`config.mk`:
```
export PLATFORM = sky130hd
export DESIGN_NAME = shift_ctrl_flat
export DESIGN_NICKNAME = d
export VERILOG_FILES = /design/src/rtl/shift_pkg.sv /design/src/rtl/shift_ctrl_if.sv /design/src/rtl/shift_ctrl_step.sv /design/src/rtl/shift_ctrl.sv /design/src/flat_wrapper.sv
export SDC_FILE = /design/constraint.sdc
export NUM_CORES = 1
export LEC_CHECK = 0
export BUFFER_PORTS_ARGS = -buffer_cell sky130_fd_sc_hd__buf_2
export CORE_MARGIN = 4
export CORE_UTILIZATION = 52
export CTS_CLUSTER_SIZE = 12
export DETAILED_ROUTE_END_ITERATION = 6
export PLACE_DENSITY = 0.78
export REMOVE_ABC_BUFFERS = 1
export SLEW_MARGIN = 0
export SYNTH_ARGS = -nofsm -noshare
export SYNTH_HDL_FRONTEND = slang
export SYNTH_SLANG_ARGS = --single-unit
```
`constraint.sdc`:
```
create_clock -name clk -period 2.5 [get_ports clk]
set_input_delay 0.5 -clock clk [delete_from_list [all_inputs] [get_ports clk]]
set_output_delay 0.5 -clock clk [all_outputs]
set_load 0.01 [all_outputs]
```
`src/rtl/shift_pkg.sv`:
```
// Shared types and default sizing for the shift controller.
package shift_pkg;

  typedef enum logic [1:0] {
    OP_SLL = 2'b00,
    OP_SRL = 2'b01,
    OP_SRA = 2'b10,
    OP_ROL = 2'b11
  } op_e;

  typedef enum logic [1:0] {
    IDLE  = 2'b00,
    SHIFT = 2'b01,
    DONE  = 2'b10
  } state_e;

  localparam int WIDTH_DEF    = 20;
  localparam int STEP_MAX_DEF = 4;

endpackage

```
`src/rtl/shift_ctrl_if.sv`:
```
// Request/response handshake bundle between a requester and shift_ctrl.
interface shift_ctrl_if #(
  parameter int WIDTH = shift_pkg::WIDTH_DEF
) ();

  logic             req_valid;
  logic             req_ready;
  logic [1:0]       req_op;
  logic [WIDTH-1:0] req_data;
  logic [4:0]       req_amt;
  logic             resp_valid;
  logic             resp_ready;
  logic [WIDTH-1:0] resp_data;
  logic             resp_err;

  modport master (
    output req_valid, req_op, req_data, req_amt, resp_ready,
    input  req_ready, resp_valid, resp_data, resp_err
  );

  modport slave (
    input  req_valid, req_op, req_data, req_amt, resp_ready,
    output req_ready, resp_valid, resp_data, resp_err
  );

endinterface

```
`src/rtl/shift_ctrl_step.sv`:
```
// Single combinational shift step of 0..STEP_MAX bits.
// Rotate datapath exists only when SHIFT_CTRL_ROTATE_EN is defined.
module shift_step
  import shift_pkg::*;
#(
  parameter int WIDTH    = WIDTH_DEF,
  parameter int STEP_MAX = STEP_MAX_DEF
) (
  input  logic [WIDTH-1:0]               value_i,
  input  op_e                            op_i,
  input  logic                           sign_i,
  input  logic [$clog2(STEP_MAX+1)-1:0]  s_i,
  output logic [WIDTH-1:0]               value_o
);

  always_comb begin
    value_o = value_i;
    case (op_i)
      OP_SLL: value_o = value_i << s_i;
      OP_SRL: value_o = value_i >> s_i;
      // Fill from the latched sign rather than the working MSB.
      OP_SRA: value_o = (value_i >> s_i) | ({WIDTH{sign_i}} & ~({WIDTH{1'b1}} >> s_i));
`ifdef SHIFT_CTRL_ROTATE_EN
      OP_ROL: value_o = (value_i << s_i) | (value_i >> (WIDTH - int'(s_i)));
`else
      OP_ROL: value_o = value_i;
`endif
      default: value_o = value_i;
    endcase
  end

endmodule

```
`src/rtl/shift_ctrl.sv`:
```
// Multi-cycle shift controller: applies up to STEP_MAX bits per cycle.
// ROL supported only when SHIFT_CTRL_ROTATE_EN is defined, else flagged as error.
module shift_ctrl
  import shift_pkg::*;
#(
  parameter int WIDTH    = WIDTH_DEF,
  parameter int STEP_MAX = STEP_MAX_DEF
) (
  input  logic         clk,
  input  logic         rst,
  shift_ctrl_if.slave  bus,
  output logic         busy
);

  // state | meaning
  // IDLE  | ready for a request
  // SHIFT | stepping the working register
  // DONE  | response held until resp_ready

  localparam int RW = $clog2(WIDTH + 1);
  localparam int SW = $clog2(STEP_MAX + 1);

  state_e           state_q, state_d;
  op_e              op_q, op_d;
  logic [WIDTH-1:0] data_q, data_d;
  logic             sign_q, sign_d;
  logic [RW-1:0]    rem_q, rem_d;
  logic             err_q, err_d;

  op_e              req_op;
  logic [RW-1:0]    eff;
  logic             rol_unsup;
  logic [SW-1:0]    step_s;
  logic [WIDTH-1:0] step_out;

  assign req_op = op_e'(bus.req_op);

`ifdef SHIFT_CTRL_ROTATE_EN
  assign rol_unsup = 1'b0;
`else
  assign rol_unsup = (req_op == OP_ROL);
`endif

  always_comb begin
    eff = '0;
    if (req_op == OP_ROL) begin
`ifdef SHIFT_CTRL_ROTATE_EN
      eff = RW'(int'(bus.req_amt) % WIDTH);
`else
      eff = '0;
`endif
    end else if (int'(bus.req_amt) >= WIDTH) begin
      eff = RW'(WIDTH);
    end else begin
      eff = RW'(bus.req_amt);
    end
  end

  assign step_s = (int'(rem_q) > STEP_MAX) ? SW'(STEP_MAX) : SW'(rem_q);

  shift_step #(
    .WIDTH    (WIDTH),
    .STEP_MAX (STEP_MAX)
  ) u_step (
    .value_i (data_q),
    .op_i    (op_q),
    .sign_i  (sign_q),
    .s_i     (step_s),
    .value_o (step_out)
  );

  always_comb begin
    state_d = state_q;
    op_d    = op_q;
    data_d  = data_q;
    sign_d  = sign_q;
    rem_d   = rem_q;
    err_d   = err_q;
    case (state_q)
      IDLE: begin
        if (bus.req_valid) begin
          op_d   = req_op;
          data_d = bus.req_data;
          sign_d = bus.req_data[WIDTH-1];
          err_d  = 1'b0;
          rem_d  = eff;
          if (rol_unsup) begin
            err_d   = 1'b1;
            rem_d   = '0;
            state_d = DONE;
          end else if (eff == '0) begin
            state_d = DONE;
          end else begin
            state_d = SHIFT;
          end
        end
      end
      SHIFT: begin
        data_d = step_out;
        rem_d  = rem_q - RW'(step_s);
        if (rem_d == '0) state_d = DONE;
      end
      DONE: begin
        if (bus.resp_ready) state_d = IDLE;
      end
      default: state_d = IDLE;
    endcase
  end

  always_ff @(posedge clk or posedge rst) begin
    if (rst) begin
      state_q <= IDLE;
      op_q    <= OP_SLL;
      data_q  <= '0;
      sign_q  <= 1'b0;
      rem_q   <= '0;
      err_q   <= 1'b0;
    end else begin
      state_q <= state_d;
      op_q    <= op_d;
      data_q  <= data_d;
      sign_q  <= sign_d;
      rem_q   <= rem_d;
      err_q   <= err_d;
    end
  end

  assign bus.req_ready  = (state_q == IDLE);
  assign bus.resp_valid = (state_q == DONE);
  assign bus.resp_data  = data_q;
  assign bus.resp_err   = err_q;
  assign busy           = (state_q != IDLE);

endmodule

```
`src/flat_wrapper.sv`:
```
// flat-port wrapper written by rule: the top's interface ports become plain ports
module shift_ctrl_flat import shift_pkg::*;
#(
  parameter int WIDTH    = WIDTH_DEF,
  parameter int STEP_MAX = STEP_MAX_DEF
)
  (clk, rst, busy, bus_req_valid, bus_req_op, bus_req_data, bus_req_amt, bus_resp_ready, bus_req_ready, bus_resp_valid, bus_resp_data, bus_resp_err);
  shift_ctrl_if #(.WIDTH(WIDTH)) bus_i ();
  input  logic clk;
  input  logic rst;
  output logic busy;
  input wire logic [$bits(bus_i.req_valid)-1:0] bus_req_valid;
  input wire logic [$bits(bus_i.req_op)-1:0] bus_req_op;
  input wire logic [$bits(bus_i.req_data)-1:0] bus_req_data;
  input wire logic [$bits(bus_i.req_amt)-1:0] bus_req_amt;
  input wire logic [$bits(bus_i.resp_ready)-1:0] bus_resp_ready;
  output wire logic [$bits(bus_i.req_ready)-1:0] bus_req_ready;
  output wire logic [$bits(bus_i.resp_valid)-1:0] bus_resp_valid;
  output wire logic [$bits(bus_i.resp_data)-1:0] bus_resp_data;
  output wire logic [$bits(bus_i.resp_err)-1:0] bus_resp_err;
  assign bus_i.req_valid = bus_req_valid;
  assign bus_i.req_op = bus_req_op;
  assign bus_i.req_data = bus_req_data;
  assign bus_i.req_amt = bus_req_amt;
  assign bus_i.resp_ready = bus_resp_ready;
  assign bus_req_ready = bus_i.req_ready;
  assign bus_resp_valid = bus_i.resp_valid;
  assign bus_resp_data = bus_i.resp_data;
  assign bus_resp_err = bus_i.resp_err;
  shift_ctrl #(.WIDTH(WIDTH), .STEP_MAX(STEP_MAX)) u_core (.clk(clk), .rst(rst), .bus(bus_i), .busy(busy));
endmodule
```
==> parameters.txt, run 1 <==
Parameter                              Value

Status
  Run status    finished, final reports clean

Global route
  Wire length of the first global-routing pass    19100 um
  Met2 usage    50.3%
  Highest-utilization routing layer at the global route stage    met2
  Total track usage    32.3%
  Number of global-route vias before repair    3600
  Met3 global-route usage    6.37%
  Met1 Track Usage GR    44.9%
  Antenna violations before repair    0
  Pin count of the biggest net entering global routing    32
  Remaining global-route overflow    0

Drt
  Via count    3853
  Pre-antenna DRT Iters    5
  Avg Vias per Cell    6.92
  Drt wl/cell    21.0 um
  Detailed Route WL    11700 um
  # DRC    0
  Remaining antenna violation count    0
  Number of design-rule violations left by the first detailed-router iteration    437

Logic synthesis
  Synth Instances    434
  Register bit count reported by yosys    31
  Async set-or-reset flop fraction in the synthesized netlist    100%
  Multiplexer share of the synthesized area    10.4%
  Ranking of synthesized cells by area    dfrtp_1 (24%), mux2i_1 (7.5%), nand2_1 (6.2%), a21oi_1 (6.1%), o21ai_0 (5.5%)
  Mean cell area of the mapped netlist    7.40 um2
  Adder and majority cell fraction of the synthesized area    1.56%
  Post-synth top area share    24.2%
  YS warnings    0
  Combinational family with the most area after synthesis    compound AO/OA/AOI/OAI gates
  Most numerous cell types in the synthesized netlist    nand2_1 (53), a21oi_1 (39), o21ai_0 (35)
  Xor-xnor portion of the synthesized cell area    0%
  EDFF count, synth    0
  Cell accounting for the most synthesized area    dfrtp_1
  Cell Area, Synth    3210 um2
  Synthesized-area fraction occupied by and/or/nand/nor cells    26.5%
  Distinct cell type count after synthesis    65
  Sequential element share of the synthesized area    24.2%
  Most common cell in the synthesized netlist    nand2_1
  Most common flop cell mapped by yosys    dfrtp_1
  Compound-Gate Fraction of Synth Area    30.3%

Final layout
  Filler cell count in the final layout    572
  Number of diodes    0
  Layout Cell Area excl Fill    3710 um2
  Final layout net count    517
  Area growth from synthesis to layout    15.7%
  Fraction of final layout cells with drive strength greater than 1    22.4%

Floorplan
  Top Ports    55
  Overall die area    7500 um2
  Die extent in x    86.6 um
  Placeable Area    5960 um2
  Row count    28
  Die height    86.6 um
  Effective utilization at floorplan    53.9%

Place
  GP Congestion    0.963
  # port buffers    54
  Placed cell areas    3630 um2
  Half-perimeter wire length after placement    8160 um

Worst setup path
  Crit path required time    2.68 ns
  Kind of start point of the critical path    register
  R2R Path Start    u_core.rem_q[4]
  Critical-path maximum fanout    20
  Worst path arrival time    2.44 ns
  Critical Path End Type    register
  Startpoint of the worst setup timing path    u_core.rem_q[4]
  Critical path type    reg -> reg

Clock tree
  TritonCTS clock tree    done
  CTS clk-pin slew, worst paths    0.08 ns
  Num CTS Buffers    5
  Resized cells post-CTS    0
  Clk Tree Root Cell    clkbuf_8
  Clock net sink count    31
  Worst-skew pair later-pin latency    0.29 ns
  CTS max path bufs    2
  CTS Hold Bufs    0
  Post-CTS setup repair buffer count    0
  Clock H-tree levels    2

STA
  Final Setup Violations    0
  Number of hold violations in the final report    0
  RSZ-0062 raised after global routing    false
  Final sum of negative setup slack    0 ns
  Worst-Margin Slew    0.534 ns
  Max-slew violation total from the final report    0
  Maximum clock frequency    442 MHz
  Max-Slew Margin vs Limit    64.2%
  Final period util    90.4%
  Crit path time final    2.26 ns
  Clock skew    0.00817 ns

Power and ir drop
  Power density normalized to cell area    1680 nW/um2
  Leakage power figure    1.60 nW
  Worst vdd rail ir drop    0.00126 V

Hold path
  Class of the worst hold path    in -> async

Flow run
  Number of max-cap violations    0
-- cells by family after synthesis --
group	count (synthesis)
muxes	31
adders and majority gates	4
other	1
buffers and inverters	52
and+or+nand+nor	165
DFF	31
AOI/OAI and AO/OA	150
-- flip-flops by register name, indices dropped and copies added (netlist names) --
name / count
u_core.state_q: 2
u_core.op_q: 2
u_core.bus.resp_data: 20
u_core.sign_q: 1
u_core.bus.resp_err: 1
u_core.rem_q: 5
-- worst max-delay path, cell delays in order, from the launching register on --
cell and delay [ns]:
dfrtp_1 0.52, or4b_4 0.76, mux4_2 0.47, mux2_4 0.27, nand2_2 0.07, a21oi_2 0.05
-- area by class of cell --
type	instances	area (um2)	area share, %
sequential	31	776	20.9
inverter	9	33.8	0.910
tap	75	93.8	2.53
multi-input combinational	351	2210	59.6
clock buffer	6	82.6	2.22
timing repair buffer	84	508	13.7
clock inverter	1	5.00	0.135
-- power breakdown --
| group | switching [mW] | internal, mW |
|---|---|---|
| clock network | 0.209 | 0.216 |
| registers | 0.562 | 0.767 |
| logic | 2.68 | 1.80 |
| total | 3.45 | 2.78 |
-- stage by stage --
stage               setup WS, ns  hold slack [ns]  instances  utilization, %  total power [mW]
finish                     0.240            0.292        557            62.4              6.23
detailed placement         0.251            0.484        550            60.9              5.67
CTS                        0.257            0.318        557            62.4              6.11
global route              0.0971            0.338        557            62.4              6.70
global placement           0.286            0.463        550            60.9              5.62
floorplan                 -0.239            0.479        391               -              3.93
-- worst paths after layout --
check	to	slack, ns	depth (start not counted)
max reg2reg	u_core.bus.resp_data[0]	0.24	5
min reg2reg	u_core.bus.resp_err	0.51	2
max in group asynchronous	u_core.bus.resp_data[11]	1.88	3
min	u_core.bus.resp_data[18]	0.29	3
max	u_core.bus.resp_data[0]	0.24	5
min in group clk	u_core.sign_q	0.45	2
-- routing by layer --
layer	part of all wire, %	wire (um)
met4	3.4	397
met1	40	4690
met5	0	0
met3	10	1220
met2	46	5360
-- layout by cell type (no fill, tap or decap), drive strengths merged, types with 9 or more instances in the layout --
cell,netlist,routed
nand2,54,54
buf,12,84
inv,9,9
o22ai,11,11
o21ai,35,35
mux2i,24,24
nand3,10,10
nor3,19,19
dfrtp,31,31
nor2,31,31
or3,10,10
a21oi,40,40
(Power assumes the default switching activity.)
==> inputs of run 2 (changes only) <==
--- a/config.mk
+++ b/config.mk
@@ -7,10 +7,11 @@
 export LEC_CHECK = 0
 export BUFFER_PORTS_ARGS = -buffer_cell sky130_fd_sc_hd__buf_2
 export CORE_MARGIN = 4
-export CORE_UTILIZATION = 52
+export CORE_UTILIZATION = 58
 export CTS_CLUSTER_SIZE = 12
 export DETAILED_ROUTE_END_ITERATION = 6
-export PLACE_DENSITY = 0.78
+export MAX_ROUTING_LAYER = met4
+export PLACE_DENSITY = 0.82
 export REMOVE_ABC_BUFFERS = 1
 export SLEW_MARGIN = 0
 export SYNTH_ARGS = -nofsm -noshare
==> constraint.sdc (replaced) <==
create_clock -name clk -period 2.15 [get_ports clk]
set_input_delay 0.43 -clock clk [delete_from_list [all_inputs] [get_ports clk]]
set_output_delay 0.43 -clock clk [all_outputs]
set_load 0.01 [all_outputs]
==> run 2 against run 1 <==
Effect of this change: first-iteration DRC count rose by 27%; clock power grew 28%; combinational power rose by 31%; largest power group unchanged; clock skew about the same; power grew 27%.
==> parameters.txt, run 2 (synthesis gave the netlist of run 1 again) <==
Parameter                              Value

Status
  Run status    finished, final reports clean

Floorplan
  Die height    82.4 um (-4.8%)
  Row count    26 (-7.1%)
  Placeable Area    5240 um2 (-12%)
  Die extent in x    82.4 um (-4.8%)
  Top Ports    55 (unchanged)
  Overall die area    6790 um2 (-9.4%)
  Effective utilization at floorplan    61.3% (+7.4 points)

Worst setup path
  Capture instance of the worst register-to-register path    u_core.state_q[0]
  Worst path cell trace    buf_4 -> or3_4 -> nand2_2 -> ha_4 -> a22oi_1 -> o21a_1 -> nor3_1 -> o22ai_1
  Critical path type    reg -> reg
  Setup slack of the worst register-to-register path    0.06 ns (-0.18 ns)
  Crit path required time    2.30 ns (-0.38 ns)
  Critical-path top delay cell    dfrtp_1
  Worst path arrival time    2.24 ns (-0.20 ns)
  Reg2reg path depth    8 (+3)
  R2R Path Start    u_core.rem_q[4]
  Largest stage delay on the critical path    0.40 ns (-0.36 ns)
  Critical-path maximum fanout    10 (-50%)
  Kind of start point of the critical path    register
  Critical Path End Type    register

Final layout
  Layout Cell Area excl Fill    3980 um2 (+7.1%)
  Number of diodes    0 (unchanged)
  Leading cell types in the layout, fill and taps excluded    buf_2 (54), nand2_1 (52), buf_4 (44)
  Flip-flop count of the largest register after layout    20 (unchanged)
  Filler cell count in the final layout    399 (-30%)
  Total area of multi-input combinational cells    2300 um2 (+3.8%)
  Area growth from synthesis to layout    23.9%
  Most common cell after layout, fill and taps aside    buf_2
  Register area    776 um2 (unchanged)
  Final layout net count    535 (+3.5%)
  Fraction of final layout cells with drive strength greater than 1    27.9% (+5.5 points)

STA
  Max-Slew Margin vs Limit    60.8% (-3.4 points)
  Final Setup Violations    0 (unchanged)
  Crit path time final    2.09 ns (-0.167 ns)
  Final sum of negative setup slack    0 ns (unchanged)
  Max-slew violation total from the final report    0 (unchanged)
  Post-Route Hold Slack    0.228 ns (-0.0644 ns)
  Number of hold violations in the final report    0 (unchanged)
  Maximum clock frequency    478 MHz (+8.0%)
  Worst-Margin Slew    0.583 ns (+0.0487 ns)
  Clock skew    0.00829 ns (+0.000116 ns)
  Final period util    97.3% (+6.9 points)
  RSZ-0062 raised after global routing    true

Drt
  Via count    4017 (+4.3%)
  Detailed Route WL    12600 um (+7.5%)
  Remaining antenna violation count    0 (unchanged)
  # DRC    0 (unchanged)
  Avg Vias per Cell    7.04 (+1.7%)
  Number of design-rule violations left by the first detailed-router iteration    557 (+27%)
  Drt wl/cell    22.0 um (+4.9%)
  Pre-antenna DRT Iters    5 (unchanged)

Clock tree
  Num CTS Buffers    5 (unchanged)
  Clk Tree Root Cell    clkbuf_8
  Clock H-tree levels    2 (unchanged)
  Worst-skew pair later-pin latency    0.29 ns (about the same)
  Clock net sink count    31 (unchanged)
  CTS max path bufs    2 (unchanged)
  CTS clk-pin slew, worst paths    0.08 ns (about the same)
  TritonCTS clock tree    done

Power and ir drop
  Worst vdd rail ir drop    0.00128 V (+1.2%)
  Leakage power figure    1.71 nW (+6.5%)
  Power density normalized to cell area    1990 nW/um2 (+19%)

Flow run
  Number of max-cap violations    0 (unchanged)

Global route
  Pin count of the biggest net entering global routing    32 (unchanged)
  Total track usage    40.4% (+8.0 points)
  Wire length of the first global-routing pass    20000 um (+5.1%)
  Number of global-route vias before repair    3836 (+6.6%)
  Remaining global-route overflow    0 (unchanged)
  Antenna violations before repair    0 (unchanged)

Place
  Placed cell areas    3770 um2 (+4.0%)
  Half-perimeter wire length after placement    8690 um (+6.5%)
  GP Congestion    0.960 (-0.33%)
  # port buffers    54 (unchanged)

Hold path
  Class of the worst hold path    in -> async
==> run 2: critical path, delay by kind of cell, from the launching register on <==
| family | cells | cell delay [ns] |
|---|---|---|
| compound gates | 3 | 0.46 |
| fa+ha+maj | 1 | 0.16 |
| buf+inv | 1 | 0.18 |
| flops | 1 | 0.40 |
| simple gates | 3 | 0.74 |
==> run 2: layout make-up <==
class	instances	share of cell area, %
multi-input combinational	351	57.8
tap	70	2.20
timing repair buffer	102	17.1
sequential	31	19.5
clock buffer	8	2.52
inverter	9	0.850
==> run 2: metal layers <==
metal  up-vias  wire length (um)  global-route usage, %  part of all wire (%)
met5         -                 0                      -                     0
met2       340              5710                   60.4                    45
li1       1757                 -                      -                     -
met3        72              1620                   9.44                    13
met1      1848              4680                   52.7                    37
met4         0               539                   15.6                   4.3
==> run 2: worst max path at each step <==
| stage | slack, ns | from | cells after the start | to |
|---|---|---|---|---|
| 5_1_grt | -0.12 | u_core.rem_q[3] | 6 | u_core.bus.resp_data[11] |
| 6_report | 0.06 | u_core.rem_q[4] | 8 | u_core.state_q[0] |
| 3_3_place_gp | 0.07 | u_core.rem_q[4] | 5 | u_core.bus.resp_data[4] |
| 2_1_floorplan | -0.59 | u_core.rem_q[4] | 5 | u_core.bus.resp_data[7] |
| 4_1_cts | 0.04 | u_core.rem_q[4] | 8 | u_core.state_q[1] |
| 3_5_place_dp | 0.06 | u_core.rem_q[4] | 8 | u_core.state_q[1] |
==> run 2: power breakdown <==
| part | total, mW | internal, mW | leakage (nW) | switching (mW) |
|---|---|---|---|---|
| sequential | 1.52 | 0.893 | 0.375 | 0.626 |
| combinational | 5.87 | 2.43 | 1.28 | 3.44 |
| clock | 0.542 | 0.293 | 0.0515 | 0.249 |
| total | 7.93 | 3.62 | 1.71 | 4.31 |
==> run 2: stage by stage <==
step | power, mW | std cells | util (%) | worst slack, ns
6_report | 7.93 | 571 | 75.9 | 0.0574
5_1_grt | 8.47 | 571 | 75.9 | -0.116
4_1_cts | 7.47 | 568 | 73.9 | 0.0434
3_5_place_dp | 6.92 | 560 | 72.0 | 0.0635
3_3_place_gp | 6.82 | 560 | 72.0 | 0.0697
2_1_floorplan | 4.57 | 391 | - | -0.589
==> run 2: repair_timing <==
action | in CTS | in global routing
gates resized for setup | 0 | 18
hold buffers | 0 | 0
setup endpoints to repair | 0 | 12
buffers inserted | 0 | 3
==> inputs of run 3 (changes only) <==
--- a/config.mk
+++ b/config.mk
@@ -7,11 +7,11 @@
 export LEC_CHECK = 0
 export BUFFER_PORTS_ARGS = -buffer_cell sky130_fd_sc_hd__buf_2
 export CORE_MARGIN = 4
-export CORE_UTILIZATION = 58
+export CORE_UTILIZATION = 59
+export CTS_BUF_LIST = sky130_fd_sc_hd__clkbuf_4
 export CTS_CLUSTER_SIZE = 12
 export DETAILED_ROUTE_END_ITERATION = 6
-export MAX_ROUTING_LAYER = met4
-export PLACE_DENSITY = 0.82
+export PLACE_DENSITY = 0.83
 export REMOVE_ABC_BUFFERS = 1
 export SLEW_MARGIN = 0
 export SYNTH_ARGS = -nofsm -noshare
==> run 3 against run 2 <==
Effect of this change: the flow now finishes with violations (setup timing); via count is 0.30% higher; hold slack worse by 0.061 ns; critical path type unchanged; highest routed layer unchanged; power is 3.5% lower; routed wire length is 2.6% lower; combinational power is 2% lower; clock-buffer cell count is 2 lower; cell area is 2.0% lower; global-route usage is 2.7 points lower; sequential power hardly changed; clock skew is 0.0065 ns higher; die area is 1.5% lower; clock power is 38% lower.
==> parameters.txt, run 3 (synthesis gave the netlist of run 1 again) <==
Parameter                              Value

Final layout
  Final layout net count    538 (+0.56%)
  Most common cell after layout, fill and taps aside    buf_2
  Area growth from synthesis to layout    21.4%
  Leading cell types in the layout, fill and taps excluded    buf_2 (54), nand2_1 (52), buf_4 (49)
  Flip-flop count of the largest register after layout    20 (unchanged)
  Number of diodes    0 (unchanged)
  Total area of multi-input combinational cells    2280 um2 (-0.87%)
  Filler cell count in the final layout    423 (+6.0%)
  Final core area utilization    74.9% (-1.0 points)
  Register area    776 um2 (unchanged)
  Fraction of final layout cells with drive strength greater than 1    27.9% (-0.056 points)

Clock tree
  CTS clk-pin slew, worst paths    0.11 ns (+0.03 ns)
  Clock H-tree levels    2 (unchanged)
  Num CTS Buffers    5 (unchanged)
  CTS max path bufs    2 (unchanged)
  CTS Hold Bufs    0 (unchanged)
  Clock net sink count    31 (unchanged)
  Worst-skew pair later-pin latency    0.34 ns (+0.05 ns)
  TritonCTS clock tree    done
  Clk Tree Root Cell    clkbuf_4

Power and ir drop
  Share of total power in combinational logic    75.6% (+1.6 points)
  Part of the power in registers    20.0% (+0.8 points)
  Leakage power figure    1.67 nW (-2.2%)
  Net Sw Frac    55.3% (+0.87 points)
  Power density normalized to cell area    1960 nW/um2 (-1.6%)
  Worst vdd rail ir drop    0.00119 V (-6.7%)
  Part of the total power dissipated in the clock network    4.4% (-2.4 points)
  Net Switching    4.23 mW (-2.0%)
  Cell-internal power    3.42 mW (-5.4%)

Floorplan
  Overall die area    6690 um2 (-1.5%)
  Placeable Area    5200 um2 (-0.62%)
  Die height    81.8 um (-0.77%)
  Effective utilization at floorplan    61.7% (+0.38 points)
  Row count    26 (unchanged)
  Die extent in x    81.8 um (-0.77%)
  Top Ports    55 (unchanged)

Drt
  Avg Vias per Cell    7.04 (+0.12%)
  Via count    4029 (+0.30%)
  Remaining antenna violation count    0 (unchanged)
  # DRC    0 (unchanged)
  Detailed Route WL    12200 um (-2.6%)
  Pre-antenna DRT Iters    6 (+1)
  Number of design-rule violations left by the first detailed-router iteration    596 (+7.0%)
  Drt wl/cell    21.4 um (-2.8%)

Worst setup path
  Setup slack of the worst register-to-register path    -0.03 ns (-0.09 ns)
  Worst path arrival time    2.43 ns (+0.19 ns)
  Critical-path top delay cell    or4b_1
  Critical Path End Type    register
  Capture instance of the worst register-to-register path    u_core.bus.resp_data[4]
  Timing endpoint of the critical path    u_core.bus.resp_data[4]
  R2R Path Start    u_core.rem_q[1]
  Critical path type    reg -> reg
  Largest stage delay on the critical path    0.64 ns (+0.24 ns)
  Startpoint of the worst setup timing path    u_core.rem_q[1]
  Kind of start point of the critical path    register
  Crit path required time    2.40 ns (+0.10 ns)
  Worst path cell trace    or4b_1 -> buf_4 -> a311oi_1 -> a2111oi_2 -> nor3_1
  Critical-path maximum fanout    7 (-3)
  Reg2reg path depth    5 (-3)

Global route
  Number of global-route vias before repair    3705 (-3.4%)
  Pin count of the biggest net entering global routing    32 (unchanged)
  Antenna violations before repair    0 (unchanged)
  Remaining global-route overflow    0 (unchanged)
  Total track usage    37.6% (-2.7 points)
  Wire length of the first global-routing pass    19200 um (-4.0%)

Status
  Failing checks    setup timing
  Run status    complete, but fails checks

Place
  # port buffers    54 (unchanged)
  Half-perimeter wire length after placement    8530 um (-1.9%)
  Post-place setup slack    0.0600 ns (-0.00348 ns)
  GP Congestion    0.994 (+3.6%)

STA
  Max-slew violation total from the final report    0 (unchanged)
  RSZ-0062 raised after global routing    true
  Final period util    101% (+4.0 points)
  Final Setup Violations    1 (+1)
  Clock skew    0.0147 ns (+0.00645 ns)
  Number of hold violations in the final report    0 (unchanged)
  Crit path time final    2.18 ns (+0.0851 ns)
  Maximum clock frequency    459 MHz (-3.9%)
  Post-route worst setup slack    -0.0277 ns (-0.0851 ns)

Flow run
  Number of max-cap violations    0 (unchanged)

Hold path
  Class of the worst hold path    in -> async
==> run 3: changes by cell type in the layout (fill, tap and decap cells not counted), moves of 2 or more <==
cell and delta:
clkbuf_8 -7, buf_12 -2, clkbuf_4 +6, buf_4 +5
==> run 3: area by class of cell <==
class,count,area share (%)
Multi-Input combinational cell,351,58.4
Sequential cell,31,19.9
Timing Repair Buffer,105,17.4
Tap cell,70,2.25
Clock buffer,6,1.16
Inverter,9,0.866
==> run 3: through the flow <==
stage          cells  power (mW)  area (um2)  hold WS, ns  setup TNS (ns)
3_5_place_dp     563        6.90        3770        0.475               0
2_1_floorplan    391        4.57        3020        0.479           -7.78
3_3_place_gp     563        6.83        3770        0.456               0
4_1_cts          569        7.24        3810        0.175               0
5_1_grt          572        8.15        3900        0.195          -0.236
6_report         572        7.65        3900        0.167         -0.0277
==> run 3: how the worst min path moves through the flow <==
stage | slack [ns] | cells past startpoint | from | endpoint
floorplan | 0.48 | 1 | u_core.sign_q | u_core.sign_q
global placement | 0.46 | 2 | u_core.bus.resp_err | u_core.bus.resp_err
detailed placement | 0.48 | 2 | u_core.bus.resp_err | u_core.bus.resp_err
CTS | 0.18 | 3 | rst | u_core.bus.resp_data[19]
global route | 0.20 | 3 | rst | u_core.sign_q
finish | 0.17 | 3 | rst | u_core.bus.resp_data[15]
==> run 3: power groups by stage <==
stage	Combinational [mW]	Clock, mW	Sequential (mW)
floorplan	3.00	0	1.57
detailed placement	5.42	0	1.48
global route	6.23	0.362	1.56
finish	5.78	0.338	1.53
global placement	5.36	0	1.47
CTS	5.44	0.341	1.46
==> run 3: critical path, delay by kind of cell (launching register included) <==
kind                   cells  cell delay, ns
buffers and inverters      1            0.25
DFF                        1            0.49
AOI/OAI and AO/OA          2            0.57
and+or+nand+nor            2            0.79
==> run 3: routing by layer <==
layer / track usage [%] / part of all wire [%] / vias to the layer above / wire length, um
li1: - / - / 1765 / -
met1: 51.1 / 39 / 1854 / 4710
met2: 59.7 / 46 / 334 / 5600
met3: 6.03 / 12 / 76 / 1450
met4: 15.0 / 3.8 / 0 / 468
met5: 0 / 0 / - / 0
==> run 3: timing repair <==
item / CTS / global route
setup buffers: 0 / 3
gates resized for setup: 0 / 15
setup endpoints to repair: 0 / 12
